<file path="src/rtl/jstk_spi_ctrl_pkg.sv">
// -----------------------------------------------------------------------------
// jstk_pkg
//   Shared definitions for the PmodJSTK SPI transaction controller:
//   FSM state encoding, command prefix, protocol byte count, byte-index names
//   for the returned frame, and the TX byte lookup.
// -----------------------------------------------------------------------------
package jstk_pkg;

    typedef enum logic [2:0] {
        ST_IDLE,
        ST_SS_SETUP,
        ST_SHIFT,
        ST_BYTE_GAP,
        ST_SS_HOLD,
        ST_DONE
    } jstk_state_e;

    // Fixed by the device protocol; not for override.
    localparam int NUM_BYTES = 5;

    localparam logic [5:0] JSTK_CMD_PREFIX = 6'b100000;

    // Position of each field in the returned 5-byte frame.
    localparam int IDX_XLO = 0;
    localparam int IDX_XHI = 1;
    localparam int IDX_YLO = 2;
    localparam int IDX_YHI = 3;
    localparam int IDX_BTN = 4;

    // Byte 0 carries the LED command; the remaining bytes are dummy zeros.
    function automatic logic [7:0] jstk_tx_byte(input logic [2:0] idx, input logic [1:0] led);
        return (idx == 3'd0) ? {JSTK_CMD_PREFIX, led} : 8'h00;
    endfunction

endpackage

</file>
<file path="src/rtl/jstk_spi_ctrl_if.sv">
// -----------------------------------------------------------------------------
// jstk_spi_ctrl_if
//   Bundles the request side (START/LED_CMD), the Pmod pins (SS/SCLK/MOSI/MISO)
//   and the result side (BUSY/DONE/X_POS/Y_POS/BUTTONS) of the controller.
//   slave  : the controller itself
//   master : whoever issues requests and plays the device
// -----------------------------------------------------------------------------
interface jstk_spi_ctrl_if;
    logic       START;
    logic [1:0] LED_CMD;
    logic       MISO;
    logic       SS;
    logic       SCLK;
    logic       MOSI;
    logic       BUSY;
    logic       DONE;
    logic [9:0] X_POS;
    logic [9:0] Y_POS;
    logic [2:0] BUTTONS;

    modport slave (
        input  START, LED_CMD, MISO,
        output SS, SCLK, MOSI, BUSY, DONE, X_POS, Y_POS, BUTTONS
    );

    modport master (
        output START, LED_CMD, MISO,
        input  SS, SCLK, MOSI, BUSY, DONE, X_POS, Y_POS, BUTTONS
    );
endinterface

</file>
<file path="src/rtl/jstk_spi_ctrl_tick_gen.sv">
// -----------------------------------------------------------------------------
// spi_tick_gen
//   Half-period timebase for SCLK. While EN is high the counter runs
//   0..CLK_DIV_HALF and TICK pulses for the cycle the count is CLK_DIV_HALF,
//   so ticks are CLK_DIV_HALF+1 cycles apart. While EN is low the counter is
//   held at 0, so the first tick after enabling is a full period away.
//   Ports: CLK, RST (async, active-high), EN, TICK.
// -----------------------------------------------------------------------------
module spi_tick_gen #(
    parameter int CLK_DIV_HALF = 487
) (
    input  logic CLK,
    input  logic RST,
    input  logic EN,
    output logic TICK
);
    localparam int CW = (CLK_DIV_HALF < 1) ? 1 : $clog2(CLK_DIV_HALF + 1);

    logic [CW-1:0] cnt_q, cnt_d;

    always_comb begin
        TICK  = EN && (cnt_q == CW'(CLK_DIV_HALF));
        cnt_d = cnt_q + 1'b1;
        if (!EN || TICK) begin
            cnt_d = '0;
        end
    end

    always_ff @(posedge CLK or posedge RST) begin
        if (RST) begin
            cnt_q <= '0;
        end else begin
            cnt_q <= cnt_d;
        end
    end
endmodule

</file>
<file path="src/rtl/jstk_spi_ctrl.sv">
// -----------------------------------------------------------------------------
// jstk_spi_ctrl
//   Runs one PmodJSTK SPI transaction per accepted START: drops SS, shifts
//   five bytes in SPI mode 0 with idle gaps between bytes, raises SS and
//   pulses DONE. Byte 0 carries the LED command; the returned frame is
//   decoded into X/Y position and buttons, which change only in the DONE cycle.
//   Ports: CLK, RST (async, active-high), bus (jstk_spi_ctrl_if.slave):
//     START/LED_CMD request, MISO in; SS/SCLK/MOSI pins; BUSY, DONE,
//     X_POS, Y_POS, BUTTONS results. All outputs come straight from flops.
// -----------------------------------------------------------------------------
module jstk_spi_ctrl
    import jstk_pkg::*;
#(
    parameter int CLK_DIV_HALF   = 487,
    parameter int SS_SETUP_TICKS = 2,
    parameter int BYTE_GAP_TICKS = 20
) (
    input logic            CLK,
    input logic            RST,
    jstk_spi_ctrl_if.slave bus
);
    // 8 bits x 2 SCLK edges per byte
    localparam int BIT_TICKS = 16;
    localparam int TMAX1 = (BYTE_GAP_TICKS > BIT_TICKS) ? BYTE_GAP_TICKS : BIT_TICKS;
    localparam int TMAX  = (SS_SETUP_TICKS > TMAX1) ? SS_SETUP_TICKS : TMAX1;
    localparam int CW    = $clog2(TMAX + 1);

    localparam logic [CW-1:0] SETUP_LAST = CW'(SS_SETUP_TICKS - 1);
    localparam logic [CW-1:0] GAP_LAST   = CW'(BYTE_GAP_TICKS - 1);
    localparam logic [CW-1:0] BYTE_LAST  = CW'(BIT_TICKS - 1);
    localparam logic [2:0]    IDX_LAST   = 3'(NUM_BYTES - 1);

    jstk_state_e   state_q, state_d;
    logic [CW-1:0] tcnt_q, tcnt_d;
    logic [2:0]    idx_q, idx_d;
    logic [1:0]    led_q, led_d;
    logic [7:0]    tx_q, tx_d;       // MOSI is tx_q[7]
    logic [6:0]    rx_sh_q, rx_sh_d; // first seven bits of the byte in flight
    logic [9:0]    xs_q, xs_d;       // staging for results, never visible
    logic [9:0]    ys_q, ys_d;
    logic [2:0]    bs_q, bs_d;
    logic          miso_s1_q, miso_s2_q;
    logic          ss_q, ss_d;
    logic          sclk_q, sclk_d;
    logic          busy_q, busy_d;
    logic          done_q, done_d;
    logic [9:0]    x_q, x_d;
    logic [9:0]    y_q, y_d;
    logic [2:0]    btn_q, btn_d;

    logic          tick;
    logic          tick_en;
    logic [7:0]    rx_byte;
    logic [7:0]    nxt_byte;

    // Counter only runs while a transfer owns the bus.
    assign tick_en = (state_q != ST_IDLE) && (state_q != ST_DONE);

    spi_tick_gen #(
        .CLK_DIV_HALF(CLK_DIV_HALF)
    ) u_tick (
        .CLK (CLK),
        .RST (RST),
        .EN  (tick_en),
        .TICK(tick)
    );

    always_comb begin
        state_d  = state_q;
        tcnt_d   = tcnt_q;
        idx_d    = idx_q;
        led_d    = led_q;
        tx_d     = tx_q;
        rx_sh_d  = rx_sh_q;
        xs_d     = xs_q;
        ys_d     = ys_q;
        bs_d     = bs_q;
        ss_d     = ss_q;
        sclk_d   = sclk_q;
        busy_d   = busy_q;
        done_d   = 1'b0;
        x_d      = x_q;
        y_d      = y_q;
        btn_d    = btn_q;
        rx_byte  = {rx_sh_q, miso_s2_q};
        nxt_byte = jstk_tx_byte(idx_q + 3'd1, led_q);

        case (state_q)
            ST_IDLE, ST_DONE: begin
                state_d = ST_IDLE;
                if (bus.START) begin
                    state_d = ST_SS_SETUP;
                    led_d   = bus.LED_CMD;
                    tx_d    = jstk_tx_byte(3'd0, bus.LED_CMD);
                    idx_d   = 3'd0;
                    tcnt_d  = '0;
                    ss_d    = 1'b0;
                    busy_d  = 1'b1;
                end
            end

            ST_SS_SETUP: begin
                if (tick) begin
                    tcnt_d = tcnt_q + 1'b1;
                    if (tcnt_q == SETUP_LAST) begin
                        tcnt_d  = '0;
                        state_d = ST_SHIFT;
                    end
                end
            end

            ST_SHIFT: begin
                if (tick) begin
                    sclk_d = ~sclk_q;
                    tcnt_d = tcnt_q + 1'b1;
                    // Falling edge: sample MISO at the end of the high phase.
                    if (sclk_q) begin
                        rx_sh_d = {rx_sh_q[5:0], miso_s2_q};
                        tx_d    = {tx_q[6:0], 1'b0};
                        if (tcnt_q == BYTE_LAST) begin
                            tcnt_d = '0;
                            case (idx_q)
                                3'(IDX_XLO): xs_d[7:0] = rx_byte;
                                3'(IDX_XHI): xs_d[9:8] = rx_byte[1:0];
                                3'(IDX_YLO): ys_d[7:0] = rx_byte;
                                3'(IDX_YHI): ys_d[9:8] = rx_byte[1:0];
                                default:     bs_d      = rx_byte[2:0];
                            endcase
                            if (idx_q < IDX_LAST) begin
                                state_d = ST_BYTE_GAP;
                                tx_d    = nxt_byte;
                            end else begin
                                state_d = ST_SS_HOLD;
                                tx_d    = 8'h00;
                            end
                        end
                    end
                end
            end

            ST_BYTE_GAP: begin
                if (tick) begin
                    tcnt_d = tcnt_q + 1'b1;
                    if (tcnt_q == GAP_LAST) begin
                        tcnt_d  = '0;
                        idx_d   = idx_q + 3'd1;
                        state_d = ST_SHIFT;
                    end
                end
            end

            ST_SS_HOLD: begin
                if (tick) begin
                    tcnt_d = tcnt_q + 1'b1;
                    if (tcnt_q == SETUP_LAST) begin
                        tcnt_d  = '0;
                        state_d = ST_DONE;
                        ss_d    = 1'b1;
                        busy_d  = 1'b0;
                        done_d  = 1'b1;
                        tx_d    = 8'h00;
                        // Publish the whole frame at once.
                        x_d     = xs_q;
                        y_d     = ys_q;
                        btn_d   = bs_q;
                    end
                end
            end

            default: state_d = ST_IDLE;
        endcase
    end

    always_ff @(posedge CLK or posedge RST) begin
        if (RST) begin
            state_q   <= ST_IDLE;
            tcnt_q    <= '0;
            idx_q     <= '0;
            led_q     <= '0;
            tx_q      <= '0;
            rx_sh_q   <= '0;
            xs_q      <= '0;
            ys_q      <= '0;
            bs_q      <= '0;
            miso_s1_q <= 1'b0;
            miso_s2_q <= 1'b0;
            ss_q      <= 1'b1;
            sclk_q    <= 1'b0;
            busy_q    <= 1'b0;
            done_q    <= 1'b0;
            x_q       <= '0;
            y_q       <= '0;
            btn_q     <= '0;
        end else begin
            state_q   <= state_d;
            tcnt_q    <= tcnt_d;
            idx_q     <= idx_d;
            led_q     <= led_d;
            tx_q      <= tx_d;
            rx_sh_q   <= rx_sh_d;
            xs_q      <= xs_d;
            ys_q      <= ys_d;
            bs_q      <= bs_d;
            miso_s1_q <= bus.MISO;
            miso_s2_q <= miso_s1_q;
            ss_q      <= ss_d;
            sclk_q    <= sclk_d;
            busy_q    <= busy_d;
            done_q    <= done_d;
            x_q       <= x_d;
            y_q       <= y_d;
            btn_q     <= btn_d;
        end
    end

    assign bus.SS      = ss_q;
    assign bus.SCLK    = sclk_q;
    assign bus.MOSI    = tx_q[7];
    assign bus.BUSY    = busy_q;
    assign bus.DONE    = done_q;
    assign bus.X_POS   = x_q;
    assign bus.Y_POS   = y_q;
    assign bus.BUTTONS = btn_q;

endmodule
</file>
<file path="src/flat_wrapper.sv">
// flat-port wrapper written by rule: the top's interface ports become plain ports
module jstk_spi_ctrl_flat import jstk_pkg::*;
#(
    parameter int CLK_DIV_HALF   = 487,
    parameter int SS_SETUP_TICKS = 2,
    parameter int BYTE_GAP_TICKS = 20
)
  (CLK, RST, bus_START, bus_LED_CMD, bus_MISO, bus_SS, bus_SCLK, bus_MOSI, bus_BUSY, bus_DONE, bus_X_POS, bus_Y_POS, bus_BUTTONS);
  jstk_spi_ctrl_if bus_i ();
  input logic CLK;
  input logic RST;
  input wire logic [$bits(bus_i.START)-1:0] bus_START;
  input wire logic [$bits(bus_i.LED_CMD)-1:0] bus_LED_CMD;
  input wire logic [$bits(bus_i.MISO)-1:0] bus_MISO;
  output wire logic [$bits(bus_i.SS)-1:0] bus_SS;
  output wire logic [$bits(bus_i.SCLK)-1:0] bus_SCLK;
  output wire logic [$bits(bus_i.MOSI)-1:0] bus_MOSI;
  output wire logic [$bits(bus_i.BUSY)-1:0] bus_BUSY;
  output wire logic [$bits(bus_i.DONE)-1:0] bus_DONE;
  output wire logic [$bits(bus_i.X_POS)-1:0] bus_X_POS;
  output wire logic [$bits(bus_i.Y_POS)-1:0] bus_Y_POS;
  output wire logic [$bits(bus_i.BUTTONS)-1:0] bus_BUTTONS;
  assign bus_i.START = bus_START;
  assign bus_i.LED_CMD = bus_LED_CMD;
  assign bus_i.MISO = bus_MISO;
  assign bus_SS = bus_i.SS;
  assign bus_SCLK = bus_i.SCLK;
  assign bus_MOSI = bus_i.MOSI;
  assign bus_BUSY = bus_i.BUSY;
  assign bus_DONE = bus_i.DONE;
  assign bus_X_POS = bus_i.X_POS;
  assign bus_Y_POS = bus_i.Y_POS;
  assign bus_BUTTONS = bus_i.BUTTONS;
  jstk_spi_ctrl #(.CLK_DIV_HALF(CLK_DIV_HALF), .SS_SETUP_TICKS(SS_SETUP_TICKS), .BYTE_GAP_TICKS(BYTE_GAP_TICKS)) u_core (.CLK(CLK), .RST(RST), .bus(bus_i));
endmodule
</file>
<file path="config.mk">
export PLATFORM = sky130hd
export DESIGN_NAME = jstk_spi_ctrl_flat
export DESIGN_NICKNAME = d
export VERILOG_FILES = /design/src/rtl/jstk_spi_ctrl_pkg.sv /design/src/rtl/jstk_spi_ctrl_if.sv /design/src/rtl/jstk_spi_ctrl_tick_gen.sv /design/src/rtl/jstk_spi_ctrl.sv /design/src/flat_wrapper.sv
export SDC_FILE = /design/constraint.sdc
export NUM_CORES = 1
export LEC_CHECK = 0
export ABC_AREA = 1
export BUFFER_PORTS_ARGS = -buffer_cell sky130_fd_sc_hd__buf_2
export CAP_MARGIN = 25
export CORE_MARGIN = 2
export CORE_UTILIZATION = 60
export DETAILED_ROUTE_END_ITERATION = 7
export PLACE_DENSITY = 0.86
export SYNTH_ARGS = -nofsm -noshare
export SYNTH_HDL_FRONTEND = slang
export SYNTH_HIERARCHICAL = 1
export SYNTH_SLANG_ARGS = --single-unit
</file>
<file path="constraint.sdc">
create_clock -name CLK -period 6.15 [get_ports CLK]
set_input_delay 0 -clock CLK [delete_from_list [all_inputs] [get_ports CLK]]
set_output_delay 0 -clock CLK [all_outputs]
set_load 0.1 [all_outputs]
</file>
==> qor.txt, run 1 <==
Initial Util: 0.611
Post-Syn Area: 0.00410 mm2
Worst VDD drop: 0.121 mV
Die area: 0.00752 mm2
Mux cell area share after synthesis: 0
Xor/xnor cell area share of the yosys netlist: 0.00854
Rel. slew slack: 0.605
Antenna violations before repair: 0
Vias in the first global route: 2922
Reg2reg setup slack: 3550 ps
DRT Pass-1 Iters: 5
Die Span X: 86.7 um
Distinct cells, synth: 29
Worst-Margin Slew: 591 ps
Ranking of synthesized cells by area: dfrtp_1 54%, nand2_1 18%, inv_1 3.6%
Most common cell after layout, fill and taps aside: nand2_1
Syn avg cell area: 8.66 um2
R2R cell count: 10
Main flop type after synthesis: dfrtp_1
CP startpoint kind: flop
Post-Syn Instances: 474
Highest clock rate: 0.384 GHz
Crit path max fanout: 27
EDFF count, synth: 0
Type of the worst min-delay path: in2reg
Vias per cell: 5.37
Vias: 3228
Fin crit share: 0.423
Pre-CTS WS: 3580 ps
Final Critical Period: 2600 ps
R2r startpoint: u_core/u_tick/cnt_q[0]
Syn_nets: 490
FP Rows: 30
Final Hold Violating Endpoints: 0
WL/cell: 13.1 um
Share of the synthesized area in the top cell type: 0.537
YS warnings: 6
Most frequent cells in the layout: 193 x nand2_1, 88 x dfrtp_1, 38 x inv_1, 33 x buf_2, 26 x nand3_1
Adder-cell share of the synthesized area: 0.0305
Largest net degree at the start of global routing: 81
GP Congestion: 0.916
Async set or reset register ratio after synthesis: 1.00
TritonCTS clock tree: built
Static leakage: 2.49 nW
Root Driver: clkbuf_8
Setup ws final: 3550 ps
Worst hold endpoint: u_core/bus.SS
Total power per unit cell area: 219 mW/mm2
Sequential fraction of the synthesis area: 0.543
Routed Antenna Nets: 0
Synth Area in Compound Gates: 0.0741
# diodes: 0
First DRT Iteration DRCs: 316
Clk sinks: 89
Die Ht: 86.7 um
Post-detailed-placement half-perimeter wirelength: 5450 um
Total track usage: 0.226
Outcome: finished clean
Core ar.: 0.00672 mm2
RSZ-0062 raised after global routing: no
Fin nets: 532
TNS Setup: 0 ps
Simple-gate portion of the synthesized area: 0.290
Final setup violation count: 0
# IOs: 34
Layout area overhead: 11.8%
Tot Pwr: 0.00101 W
Num CTS Buffers: 9
Bufs on Longest Clock Path: 2
Hold path startpoint: bus_START
Area leader, netlist: dfrtp_1
First-pass GRT wire length: 13300 um
Main combinational cell family by area after synthesis: simple AND/OR/NAND/NOR gates
Worst EP required: 6400 ps
Layout cells sized above 1: 0.188
Fin util: 0.683
Final wirelength: 7890 um
GRT overflow: 0
Skew final: 5.95 ps
Worst-Skew Late Latency: 360 ps
Number of buffers added on ports: 33
Crit Path Category: reg2reg
Number of synthesized register bits: 89
Final Max Tran Viols: 0
FF-to-FF End: u_core/bus.X_POS[4]
H-tree levels: 3
# DRC: 0
Worst-path clk slew: 100 ps
Crit end category: flop
Max-cap check violation count: 0
WP data arrival: 2850 ps
WHS Path Cells: 4
synth_stat cells, types with 2 or more instances:
master / count
buf_2: 4
buf_4: 2
buf_6: 2
dfrtp_1: 88
ha_1: 10
inv_1: 39
inv_2: 4
nand2_1: 193
nand2_2: 7
nand2_4: 2
nand3_1: 26
nand3_2: 2
nand3_4: 2
nand4_1: 3
nor2_1: 24
nor2_2: 7
nor2_4: 2
o21ai_0: 22
o21ai_1: 8
o21ai_2: 16
xor2_1: 3
final cells by class:
| class | instances | area (um2) |
|---|---|---|
| Clock buffer | 9 | 124 |
| Fill cell | 512 | 2130 |
| Timing Repair Buffer | 40 | 250 |
| Inverter | 43 | 161 |
| Clock inverter | 7 | 71.3 |
| Tap cell | 80 | 100 |
| Multi-Input combinational cell | 333 | 1650 |
| Sequential cell | 89 | 2230 |
metal layers:
metal	track usage	vias up	share of wire
li1	-	1576	-
met1	0.311	1529	0.45
met2	0.366	113	0.49
met3	0.0486	10	0.055
met4	0.0625	0	0.011
met5	0	-	0
state kept, by name, indices dropped and copies added (netlist names):
name,count
u_core/bus.BUTTONS,3
u_core/miso_s2_q,1
u_core/ys_q,10
u_core/bus.SS,1
u_core/bus.SCLK,1
u_core/bus.Y_POS,10
u_core/led_q,2
u_core/tx_q,8
u_core/xs_q,10
u_core/rx_sh_q,7
u_core/bs_q,3
u_core/miso_s1_q,1
u_core/state_q,3
u_core/bus.BUSY,1
u_core/u_tick/cnt_q,9
u_core/tcnt_q,5
u_core/idx_q,3
u_core/bus.X_POS,10
u_core/bus.DONE,1
worst max path at each step:
stage,startpoint,endpoint,slack [ps]
finish,u_core/u_tick/cnt_q[0],u_core/bus.X_POS[4],3550
global route,u_core/u_tick/cnt_q[0],u_core/bus.X_POS[5],3280
CTS,u_core/u_tick/cnt_q[0],u_core/bus.X_POS[5],3560
floorplan,RST,u_core/bs_q[0],4100
global placement,u_core/u_tick/cnt_q[0],u_core/bus.Y_POS[4],3770
detailed placement,u_core/u_tick/cnt_q[0],u_core/bus.X_POS[5],3580
through the flow:
step	cells	cell area, um2	hold slack, ps
final	601	4590	62.5
after global routing	601	4590	68.8
after CTS	600	4560	37.1
after detailed placement	579	4320	2.42
after global placement	579	4320	-7.05
after floorplan	474	4100	-172
logic make-up after synthesis:
group,after synthesis
AND/OR/NAND/NOR,271
flip-flops,89
buffers and inverters,52
AO/OA/AOI/OAI,48
adder cells (fa/ha/maj),10
XOR/XNOR,4
what timing repair did:
action	CTS	global route
hold endpoints to repair	93	0
gates resized for setup	0	0
hold buffers	5	0
buffers inserted	0	0
critical path, cell delays in order, from the launching register on:
cell and delay (ps):
dfrtp_1 430, ha_1 220, nand2_1 120, nor2_1 160, nand2_2 100, nor2_1 230
nand4_1 210, nor2_4 510, inv_2 310, nand2_1 140, nand2_1 60
power breakdown:
part	switching (W)	internal, W	leakage [nW]
clock	0.000232	0.000159	0.0931
combinational	0.0000198	0.00000698	1.20
sequential	0.000000971	0.000587	1.20
No activity file was read; power rests on OpenSTA's default activity.
==> run 2: changes to the inputs <==
--- a/config.mk
+++ b/config.mk
@@ -9,9 +9,9 @@
 export BUFFER_PORTS_ARGS = -buffer_cell sky130_fd_sc_hd__buf_2
 export CAP_MARGIN = 25
 export CORE_MARGIN = 2
-export CORE_UTILIZATION = 60
+export CORE_UTILIZATION = 59
 export DETAILED_ROUTE_END_ITERATION = 7
-export PLACE_DENSITY = 0.86
+export PLACE_DENSITY = 0.85
 export SYNTH_ARGS = -nofsm -noshare
 export SYNTH_HDL_FRONTEND = slang
 export SYNTH_HIERARCHICAL = 1
==> constraint.sdc (replaced) <==
create_clock -name CLK -period 2.7 [get_ports CLK]
set_input_delay 0 -clock CLK [delete_from_list [all_inputs] [get_ports CLK]]
set_output_delay 0 -clock CLK [all_outputs]
set_load 0.1 [all_outputs]
==> run 2 against run 1 <==
Combinational power is 120% higher. First-iteration DRC count is 50% lower. Sequential cell count did not move. Global-route usage grew 0.36 points. Core utilization decreased by 0.82 points. Setup slack lost 3200 ps. Critical path depth up 2. Clock power increased by 110%.
==> qor.txt, run 2 (synthesis gave the netlist of run 1 again) <==
Outcome: finished clean
H-tree levels: 3 (unchanged)
WP data arrival: 2570 ps (-280 ps)
Num CTS Buffers: 9 (unchanged)
Total track usage: 0.230 (+0.00355)
Final wirelength: 7900 um (+0.11%)
# diodes: 0 (unchanged)
Worst-Skew Late Latency: 370 ps (about the same)
Final Max Tran Viols: 0 (unchanged)
Worst-path clk slew: 90 ps (about the same)
# Post-CTS Setup Buffers: 0 (unchanged)
CP startpoint kind: flop
Total power per unit cell area: 490 mW/mm2 (+120%)
Worst VDD drop: 0.283 mV (+130%)
Bufs on Longest Clock Path: 2 (unchanged)
Die area: 0.00764 mm2 (+1.6%)
Static leakage: 2.48 nW (-0.48%)
M2 GR Usage: 0.367 (+0.000646)
GP Congestion: 0.901 (-1.7%)
Fillers: 539 (+5.3%)
Root Driver: clkbuf_8
Crit end category: flop
Highest clock rate: 0.432 GHz (+12%)
Buf/Inv on CP: 1 (unchanged)
Layout cells sized above 1: 0.188 (-0.000360)
Crit path max fanout: 16 (-41%)
DRT Pass-1 Iters: 5 (unchanged)
Fin crit share: 0.858 (+0.435)
Layout area overhead: 11.1%
Rel. slew slack: 0.680 (+0.0750)
Final Critical Period: 2320 ps (-287 ps)
Cells along the critical path: ha_1, nand2_1, nor2_1, nand2_2, nor2_1, nand2_1, inv_1, nand2_4, nor2_8, nand3_4, nand2_1, o21ai_2
Initial Util: 0.607 (-0.00339)
TNS Setup: 0 ps (unchanged)
Fin util: 0.675 (-0.00824)
Worst-Margin Slew: 479 ps (-112 ps)
WL/cell: 13.1 um (about the same)
Largest stage delay on the critical path: 410 ps (-100 ps)
Vias in the first global route: 3029 (+3.7%)
Largest net degree at the start of global routing: 35 (-57%)
Final std cells w/o fill: 602 (+0.17%)
Number of buffers added on ports: 33 (unchanged)
GRT met3 Usage: 0.0379 (-0.0107)
TritonCTS clock tree: built
Clk sinks: 89 (unchanged)
First-pass GRT wire length: 13500 um (+1.6%)
Cts hold-fix bufs: 5 (unchanged)
RSZ-0062 raised after global routing: no
Fin nets: 533 (+0.19%)
Crit Path Category: reg2reg
Most used cell, CP: nand2_1
Final Hold Violating Endpoints: 0 (unchanged)
Die Span X: 87.4 um (+0.80%)
Worst EP required: 2950 ps (-3450 ps)
GRT busiest layer: met2
Most frequent cells in the layout: 193 x nand2_1, 88 x dfrtp_1, 38 x inv_1, 33 x buf_2, 26 x nand3_1
Footprint of the multi-input gates: 0.00165 mm2 (unchanged)
GRT overflow: 0 (unchanged)
Most common cell after layout, fill and taps aside: nand2_1
Die Ht: 87.4 um (+0.80%)
Antenna violations before repair: 0 (unchanged)
Post_cts resized: 0 (unchanged)
Post-detailed-placement half-perimeter wirelength: 5500 um (+0.99%)
Final setup violation count: 0 (unchanged)
Vias: 3176 (-1.6%)
FP Rows: 30 (unchanged)
Register Area: 0.00223 mm2 (unchanged)
First DRT Iteration DRCs: 157 (-50%)
Skew final: 7.56 ps (+1.61 ps)
Routed Antenna Nets: 0 (unchanged)
Core ar.: 0.00676 mm2 (+0.56%)
Type of the worst min-delay path: in2reg
Dpl cells: 581 (+0.35%)
# IOs: 34 (unchanged)
Max-cap check violation count: 0 (unchanged)
Grt met1 use: 0.299 (-0.0122)
# DRC: 0 (unchanged)
Vias per cell: 5.28 (-1.8%)
Slowest cell on the critical path: dfrtp_1
CP top delay family: simple AND/OR/NAND/NOR gates
-- run 2: cell types whose count changed in the layout (fill, tap and decap cells not counted) --
cell      before  now
buf_4          1    3
clkinv_4       0    2
inv_8          2    0
buf_16         1    0
clkbuf_1       0    1
clkinv_8       1    0
-- run 2: final timing paths --
check,slack [ps],cells after the start,endpoint,start
max reg2reg,380,12,u_core/xs_q[4],u_core/u_tick/cnt_q[0]
max in group asynchronous,1660,4,u_core/bus.SS,RST
min in group asynchronous,160,3,u_core/u_tick/cnt_q[6],RST
max,380,12,u_core/xs_q[4],u_core/u_tick/cnt_q[0]
min reg2reg,360,0,u_core/miso_s2_q,u_core/miso_s1_q
min,70,4,u_core/bus.SS,bus_START
-- run 2: layer usage --
metal	routed length, um	part of all wire	up-vias
met5	0	0	-
met4	159	0.020	0
met3	308	0.039	13
met2	3780	0.48	75
met1	3660	0.46	1516
li1	-	-	1572
-- run 2: layout make-up --
type / count / share of cell area
Clock buffer: 10 / 0.0280
Tap cell: 80 / 0.0220
Clock inverter: 6 / 0.0110
Sequential cell: 89 / 0.489
Inverter: 43 / 0.0354
Multi-Input combinational cell: 333 / 0.363
Timing Repair Buffer: 41 / 0.0522
-- run 2: where the power goes --
part / internal (W) / leakage (nW) / switching (W)
sequential: 0.00134 / 1.20 / 0.00000199
clock: 0.000344 / 0.0835 / 0.000492
combinational: 0.0000127 / 1.19 / 0.0000463
-- run 2: through the flow --
stage	hold WS, ps	area, um2	total power (W)	setup WS, ps
after CTS	39.9	4560	0.00226	416
after detailed placement	-1.02	4330	0.00142	445
after floorplan	-172	4100	0.00140	650
final	65.3	4560	0.00223	383
after global routing	90.8	4560	0.00232	178
after global placement	-2.59	4330	0.00142	573
-- run 2: tightest hold or removal path, cell delays in order --
cell,delay [ps]
buf_2,110
inv_1,80
nor2_2,90
nor2_1,110
==> run 3: changes to the inputs <==
--- a/config.mk
+++ b/config.mk
@@ -9,9 +9,10 @@
 export BUFFER_PORTS_ARGS = -buffer_cell sky130_fd_sc_hd__buf_2
 export CAP_MARGIN = 25
 export CORE_MARGIN = 2
-export CORE_UTILIZATION = 59
+export CORE_UTILIZATION = 60
+export CTS_BUF_LIST = sky130_fd_sc_hd__clkbuf_8
 export DETAILED_ROUTE_END_ITERATION = 7
-export PLACE_DENSITY = 0.85
+export PLACE_DENSITY = 0.86
 export SYNTH_ARGS = -nofsm -noshare
 export SYNTH_HDL_FRONTEND = slang
 export SYNTH_HIERARCHICAL = 1
==> run 3 against run 2 <==
Hold slack worse by 8.6 ps. First-iteration DRC count increased by 27%. Critical path type unchanged. Non-clock buffer count down 1. Die area fell by 1.6%. Combinational power about the same. Cell area grew 1.3%. Critical endpoint is now u_core/tx_q[0].
==> qor.txt, run 3 (synthesis gave the netlist of run 1 again) <==
# diodes: 0 (unchanged)
Crit end category: flop
Rel. slew slack: 0.678 (-0.00207)
Reg2reg setup slack: 320 ps (-60 ps)
Antenna violations before repair: 0 (unchanged)
Highest clock rate: 0.420 GHz (-2.7%)
Dpl cells: 580 (-0.17%)
Worst VDD drop: 0.285 mV (+0.70%)
Clk sinks: 89 (unchanged)
Worst-Skew Late Latency: 370 ps (about the same)
CP startpoint kind: flop
Total track usage: 0.243 (+0.0138)
Total power per unit cell area: 531 mW/mm2 (+8.4%)
WHS Path Cells: 4 (unchanged)
Final std cells w/o fill: 601 (-0.17%)
Final Critical Period: 2380 ps (+63.4 ps)
Worst hold endpoint: u_core/bus.SS
Cts hold-fix bufs: 5 (unchanged)
Post-detailed-placement half-perimeter wirelength: 5650 um (+2.8%)
Die Span X: 86.7 um (-0.80%)
Initial Util: 0.611 (+0.00339)
GRT met3 Usage: 0.0381 (+0.000181)
Die area: 0.00752 mm2 (-1.6%)
Most common cell after layout, fill and taps aside: nand2_1
Type of the worst min-delay path: in2reg
Crit path max fanout: 14 (-2)
Die Ht: 86.7 um (-0.80%)
Core ar.: 0.00672 mm2 (-0.56%)
TNS Setup: 0 ps (unchanged)
Worst-path clk slew: 90 ps (about the same)
Grt met1 use: 0.315 (+0.0161)
WHS: 56.7 ps (-8.64 ps)
M2 GR Usage: 0.405 (+0.0378)
GP Congestion: 0.979 (+8.6%)
Fin crit share: 0.882 (+0.0235)
Crit Path Category: reg2reg
# DRC: 0 (unchanged)
Final Max Tran Viols: 0 (unchanged)
Num CTS Buffers: 9 (unchanged)
GRT busiest layer: met2
Post_cts resized: 0 (unchanged)
Layout area overhead: 12.6%
Static leakage: 2.51 nW (+1.2%)
Largest net degree at the start of global routing: 81 (+130%)
GRT overflow: 0 (unchanged)
First-pass GRT wire length: 14000 um (+4.0%)
WL/cell: 13.9 um (+6.1%)
DRT Pass-1 Iters: 5 (unchanged)
Hold path startpoint: bus_START
RSZ-0062 raised after global routing: no
Most frequent cells in the layout: 193 x nand2_1, 88 x dfrtp_1, 38 x inv_1, 33 x buf_2, 26 x nand3_1
Fin nets: 532 (-0.19%)
Max-cap check violation count: 0 (unchanged)
Register Area: 0.00223 mm2 (unchanged)
Skew final: 9.74 ps (+2.18 ps)
Worst-Margin Slew: 487 ps (+7.14 ps)
Fillers: 521 (-3.3%)
R2R cell count: 13 (+1)
R2r startpoint: u_core/u_tick/cnt_q[0]
Final Hold Violating Endpoints: 0 (unchanged)
H-tree levels: 3 (unchanged)
TritonCTS clock tree: built
# Post-CTS Setup Buffers: 0 (unchanged)
Vias: 3208 (+1.0%)
Final wirelength: 8370 um (+5.9%)
Layout cells sized above 1: 0.188 (+0.000360)
Routed Antenna Nets: 0 (unchanged)
Root Driver: clkbuf_8
Bufs on Longest Clock Path: 2 (unchanged)
Number of buffers added on ports: 33 (unchanged)
Final setup violation count: 0 (unchanged)
FP Rows: 30 (unchanged)
Footprint of the multi-input gates: 0.00165 mm2 (unchanged)
Vias in the first global route: 3080 (+1.7%)
Worst EP required: 3010 ps (+60 ps)
FF-to-FF End: u_core/tx_q[0]
WP data arrival: 2690 ps (+120 ps)
Outcome: finished clean
# IOs: 34 (unchanged)
Vias per cell: 5.34 (+1.2%)
First DRT Iteration DRCs: 199 (+27%)
## run 3: critical path, cell delays in order (launching register included)
cell     delay, ps
dfrtp_1        410
ha_1           210
nand2_1        110
nor2_1         150
nand2_2         90
nor2_1         270
inv_1          170
nand2_1        110
nand3_1         90
nor2_1         160
nand3_2        240
inv_1          170
nand2_1         80
nand2_1         60
## run 3: metrics by stage
stage                util  power, W  instance area, um2  worst slack (ps)
detailed placement  0.645   0.00142                4340               444
global placement    0.645   0.00142                4340               565
floorplan               -   0.00140                4100               650
global route        0.688   0.00253                4620               131
CTS                 0.688   0.00247                4620               390
finish              0.688   0.00245                4620               319
## run 3: worst max path at each step
stage	endpoint	cells past startpoint	start	slack, ps
after global routing	u_core/tx_q[1]	13	u_core/u_tick/cnt_q[0]	130
after floorplan	u_core/bs_q[0]	1	RST	650
after detailed placement	u_core/xs_q[1]	12	u_core/u_tick/cnt_q[0]	440
final	u_core/tx_q[0]	13	u_core/u_tick/cnt_q[0]	320
after global placement	u_core/xs_q[5]	12	u_core/u_tick/cnt_q[0]	570
after CTS	u_core/tx_q[1]	13	u_core/u_tick/cnt_q[0]	390
## run 3: area by class of cell
type                            instances  share of cell area
Clock inverter                          7              0.0238
Inverter                               43              0.0349
Clock buffer                            9              0.0268
Multi-Input combinational cell        333               0.358
Sequential cell                        89               0.482
Timing Repair Buffer                   40              0.0525
Tap cell                               80              0.0217
## run 3: report_power, final
group / internal (W) / switching, W / total [W]
Sequential: 0.00134 / 0.00000209 / 0.00134
Combinational: 0.0000139 / 0.0000448 / 0.0000587
Clock: 0.000539 / 0.000519 / 0.00106
## run 3: layer usage
metal | wire [um] | up-vias
li1 | - | 1565
met1 | 3670 | 1544
met3 | 334 | 11
met5 | 0 | -
met2 | 4220 | 88
met4 | 142 | 0
